===== config.mk =====
export PLATFORM = sky130hd
export DESIGN_NAME = cmd_frame_master
export DESIGN_NICKNAME = d
export VERILOG_FILES = /design/src/rtl/cmd_frame_master_pkg.sv /design/src/rtl/cmd_frame_master.sv
export SDC_FILE = /design/constraint.sdc
export NUM_CORES = 1
export LEC_CHECK = 0
export ABC_AREA = 1
export ABC_CLOCK_PERIOD_IN_PS = 2000
export CORE_ASPECT_RATIO = 0.8
export CORE_MARGIN = 2
export CORE_UTILIZATION = 54
export DETAILED_ROUTE_END_ITERATION = 6
export GPL_ROUTABILITY_DRIVEN = 1
export PLACE_DENSITY = 0.89
export SLEW_MARGIN = 20
export SYNTH_ARGS = -nofsm -noshare
export SYNTH_HDL_FRONTEND = slang
export SYNTH_SLANG_ARGS = --single-unit

===== constraint.sdc =====
create_clock -name clk -period 2 [get_ports clk]
set_input_delay 0.2 -clock clk [delete_from_list [all_inputs] [get_ports clk]]
set_output_delay 0.2 -clock clk [all_outputs]
set_load 0.005 [all_outputs]

===== src/rtl/cmd_frame_master_pkg.sv =====
// cmd_frame_master_pkg: shared command codes, frame constants and FSM state type
package cmd_frame_master_pkg;
  localparam logic [7:0] CMD_ADDR     = 8'h01;
  localparam logic [7:0] CMD_LOAD     = 8'h02;
  localparam logic [7:0] CMD_WRITE    = 8'h03;
  localparam logic [7:0] CMD_READ     = 8'h04;
  localparam logic [7:0] CMD_READ_REQ = 8'h05;
  localparam logic [7:0] CMD_COUNT    = 8'h06;
  localparam logic [7:0] CMD_CONST    = 8'h07;
  localparam int CMD_BYTES  = 5;
  localparam int DATA_BYTES = 4;
  typedef enum logic [2:0] {
    S_IDLE,
    S_TX_SEND,
    S_TX_WAIT_BUSY,
    S_TX_WAIT_IDLE,
    S_RX,
    S_DONE
  } state_t;
endpackage


===== src/rtl/cmd_frame_master.sv =====
// cmd_frame_master: sends a 5-byte command frame over a byte transmitter, collects RSP_BYTES response bytes into a 32-bit word with inter-byte timeout
module cmd_frame_master
  import cmd_frame_master_pkg::*;
#(
  parameter int RSP_BYTES      = 5,
  parameter int TIMEOUT_CYCLES = 100000
) (
  input  logic        clk,
  input  logic        reset,
  input  logic        cmd_valid,
  output logic        cmd_ready,
  input  logic [7:0]  cmd_code,
  input  logic [31:0] cmd_data,
  output logic        tx_start,
  output logic [7:0]  tx_data,
  input  logic        tx_ready,
  input  logic        rx_valid,
  input  logic [7:0]  rx_data,
  output logic        rsp_valid,
  output logic [31:0] rsp_data,
  output logic        rsp_timeout
);
  localparam int TW = $clog2(TIMEOUT_CYCLES + 1);
  state_t state, state_n;
  logic [39:0] shift, shift_n;
  logic [2:0] tx_cnt, tx_cnt_n, rx_cnt, rx_cnt_n;
  logic [TW-1:0] idle, idle_n;
  logic [31:0] acc, acc_n, rsp_q, rsp_n;
  logic tflag, tflag_n;
  assign cmd_ready   = state == S_IDLE;
  assign tx_data     = shift[39:32];
  assign rsp_valid   = state == S_DONE;
  assign rsp_timeout = rsp_valid & tflag;
  assign rsp_data    = rsp_q;
  always_comb begin
    state_n  = state;
    shift_n  = shift;
    tx_cnt_n = tx_cnt;
    rx_cnt_n = rx_cnt;
    idle_n   = idle;
    acc_n    = acc;
    rsp_n    = rsp_q;
    tflag_n  = tflag;
    tx_start = 1'b0;
    case (state)
      S_IDLE: if (cmd_valid) begin
        state_n  = S_TX_SEND;
        shift_n  = {cmd_code, cmd_data};
        tx_cnt_n = '0;
        rx_cnt_n = '0;
        acc_n    = '0;
        tflag_n  = 1'b0;
      end
      S_TX_SEND: if (tx_ready) begin
        tx_start = 1'b1;
        state_n  = S_TX_WAIT_BUSY;
      end
      S_TX_WAIT_BUSY: state_n = tx_ready ? S_TX_WAIT_BUSY : S_TX_WAIT_IDLE;
      S_TX_WAIT_IDLE: if (tx_ready) begin
        shift_n  = {shift[31:0], 8'h00};
        tx_cnt_n = tx_cnt + 3'd1;
        idle_n   = '0;
        state_n  = (tx_cnt == 3'(CMD_BYTES - 1)) ? S_RX : S_TX_SEND;
      end
      S_RX: if (rx_valid) begin
        acc_n    = (rx_cnt < 3'(DATA_BYTES)) ? {acc[23:0], rx_data} : acc;
        rx_cnt_n = rx_cnt + 3'd1;
        idle_n   = '0;
        state_n  = (rx_cnt == 3'(RSP_BYTES - 1)) ? S_DONE : S_RX;
        rsp_n    = (rx_cnt == 3'(RSP_BYTES - 1)) ? acc_n : rsp_q;
      end else if (idle == TW'(TIMEOUT_CYCLES - 1)) begin
        state_n = S_DONE;
        tflag_n = 1'b1;
        rsp_n   = acc;
      end else begin
        idle_n = idle + TW'(1);
      end
      default: state_n = S_IDLE;
    endcase
  end
  always_ff @(posedge clk) begin
    if (reset) begin
      state  <= S_IDLE;
      shift  <= '0;
      tx_cnt <= '0;
      rx_cnt <= '0;
      idle   <= '0;
      acc    <= '0;
      rsp_q  <= '0;
      tflag  <= 1'b0;
    end else begin
      state  <= state_n;
      shift  <= shift_n;
      tx_cnt <= tx_cnt_n;
      rx_cnt <= rx_cnt_n;
      idle   <= idle_n;
      acc    <= acc_n;
      rsp_q  <= rsp_n;
      tflag  <= tflag_n;
    end
  end
endmodule


==> results.md <==
- Status: complete, no violations
- Post-synth EDFFs: 0
- Worst-Margin Slew: 0.654 ns
- Minimum clock period: 1.91 ns
- Post-synth top cells: nand2_1, dfxtp_1, nor2_1
- Overflow after GRT: 0
- Peak supply drop: 682 uV
- Clock Path Buffers: 2
- Clk sink count: 131
- WP data required: approximately 1.8 ns
- Relative slew slack: 56.4%
- H-Tree Level Count: 4
- First-pass GRT wire length: ~27000 um
- Post-synth ARST share: 0%
- Slowest CP cell: clkdlybuf4s50_1
- DR iter-0 viols: 759
- WP buf/inv: 2
- Initial Util: about 56%
- CP arrival: 1.71 ns
- Fmax achieved: 524 MHz
- Worst path max stage delay: 0.54 ns
- Die height: 102 um
- Post-synth top flop: dfxtp_1
- Post-CTS setup buffer count: 0
- CP top delay family: buffers and inverters
- Routed vias/inst: 5.48
- I/O Buffers: 96
- Final Max Slew Viols: 0
- Met3 Wirelength: 1160 um
- Drt first pass iters: 6
- Met2 wire len: 8010 um
- Mux cell area share after synthesis: 1.25%
- Finished Cell Area: roughly 8100 um2
- WL/cell: 14.2 um
- Antenna violations before repair: 0
- Most instantiated library cell after synthesis: nand2_1
- Core area: roughly 12000 um2
- Sequential fraction of the synthesis area: 40.9%
- Worst-path maximum fanout: 5
- Hold-fix buffers at CTS: 0
- Total GRT Usage: 26.2%
- Io pins: 97
- Final WL: ~17000 um
- Vias in the first global route: 5806
- Top layer in use: met4
- R2r startpoint: idle[0]
- WS Path Type: reg -> out
- Min-delay src: rx_valid
- LEAKAGE: about 3.2 nW
- Final Instance Count excl. Fillers: approximately 1200
- Clock skew: between 0.009 and 0.01 ns
- Post-route ant nets: 0
- Synth Area in Adders: 0.975%
- Synthesized instance count: 970
- Post-Syn Area: 6420 um2
- Die ar.: 12800 um2
- Hold Path Class: in -> reg
- CP endpoint kind: primary output
- Largest family of logic cells by synthesized area: simple AND/OR/NAND/NOR gates
- Pin count of the biggest net entering global routing: 65
- Min Hold Slack: approximately 0.24 ns
- RSZ-0062 raised after global routing: no
- Met1 wire length: about 7500 um
- Mapped Avg Cell Area: 6.62 um2
- Finish-stage setup viols: 0
- Fin Setup TNS: 0 ns
- Critical path launch point type: flop
- Synth Warn #: 0
- Dominant cell type by area after synthesis: dfxtp_1
- Clk Latency, worst-skew pair: 0.42 ns
- DR DRC count: 0
- Post-synth top area share: between 40% and 50%
- CTS clk-pin slew, worst paths: 0.06 ns
- Register-to-register setup slack: 0.16 ns
- Post-synthesis xor/xnor area fraction: less than 1%
- Rows: 35
- CTS tree: built
- Complex-gate fraction of the synthesized area: between 10% and 20%
- Placed cell area: ~7400 um2
- Die X: 126 um
- CP Cell Sequence: inv_1, nor3_2, clkdlybuf4s50_1
- Synth top area cells: dfxtp_1, nand2_1, a21oi_1
- Cell Count Post-Placement: approximately 1200
- CTS root buf: clkbuf_16
- Vias: 6547
- Synth cell types: 30
- Num CTS Buffers: 17
- Final Util: 69.8%
- Area Growth Syn to Fin: 25.7%
- Final worst path period share: between 90% and 100%
- Max Cap Viol: 0
- Post-synth net total: just over 1000
- Crit path launch: state[2]
- N_diodes: 0
- Simple-Gate Fraction of Synth Area: between 20 and 30%
- Nets@finish: 1092
- Synth Register Bits: between 100 and 150
- Fraction of layout cells with a size suffix above 1: under 10%
- Post-DP HPWL: 10500 um
- Final Hold Fails: 0
- Placer Congestion: 0.899
- Pwr dens: 1140 nW/um2
-- what timing repair did --
action / 4_1_cts / 5_1_grt
endpoints found under the setup margin: 46 / 71
pin swaps: 0 / 1
resized for setup: 6 / 14
-- layout make-up --
type,instances,area [um2]
sequential,131,2630
inverter,64,243
clock inverter,14,201
multi-input combinational,705,3250
fill,935,3490
tap,148,185
clock buffer,18,429
timing repair buffer,115,1140
-- cells in the final DEF, fill, tap and decap left out, types with 3 or more instances in the layout --
master           synthesis  layout
buf_4                   16      14
ha_1                     5       5
nor2_1                 126     125
clkbuf_16                0      17
clkinvlp_4               0       5
or2_2                    4       4
bufinv_16                0       4
o21ai_0                 92      92
inv_2                    9       8
nand2_1                244     243
inv_6                    0       3
nand2_2                  3       4
clkdlybuf4s50_1          0      91
inv_1                   54      54
nand3_1                 69      69
nand4_1                  8       8
mux2i_1                  8       8
a21oi_1                119     119
dfxtp_1                131     128
o21ai_1                 10      10
-- cells by family after synthesis --
logic type / count (synthesis)
XOR/XNOR: 1
multiplexers: 8
buffers and inverters: 134
flip-flops: 131
AO/OA/AOI/OAI: 224
adder cells (fa/ha/maj): 5
AND/OR/NAND/NOR: 467
-- metrics by stage --
stage	setup slack [ns]	power, mW
2_1_floorplan	0.489	4.98
3_3_place_gp	0.0899	5.68
3_5_place_dp	-0.0220	5.76
4_1_cts	-0.0160	9.12
5_1_grt	0.00232	9.65
6_report	0.0930	9.21
-- layer usage --
metal | up-vias | track usage (%)
met1 | 2992 | 35.6
met2 | 258 | 42.1
li1 | 3272 | -
met3 | 25 | 4.91
met5 | - | 0
met4 | 0 | 9.97
-- report_power, final --
part,total [mW],internal [mW],leakage [nW],switching [mW]
clock network,3.31,2.10,0.290,1.21
logic,2.56,0.946,1.81,1.61
registers,3.35,3.05,1.07,0.293
-- state kept, by name (all words and copies together), names as in the netlist --
register,flops
rx_cnt,3
idle,17
acc,32
state,3
shift,40
rsp_data,32
tflag,1
tx_cnt,3
-- worst min-delay path, stage by stage --
cell,delay (ns)
buf_2,0.21
nor2_1,0.08
nand2_1,0.06
a21oi_1,0.05
-- path summary, 6_finish.rpt --
| path | to | cells after the start |
|---|---|---|
| hold / removal | idle[11] | 4 |
| hold reg to reg | acc[6] | 2 |
| setup reg to reg | idle[7] | 10 |
| setup / recovery | rsp_valid | 3 |
(Power assumes the default switching activity.)
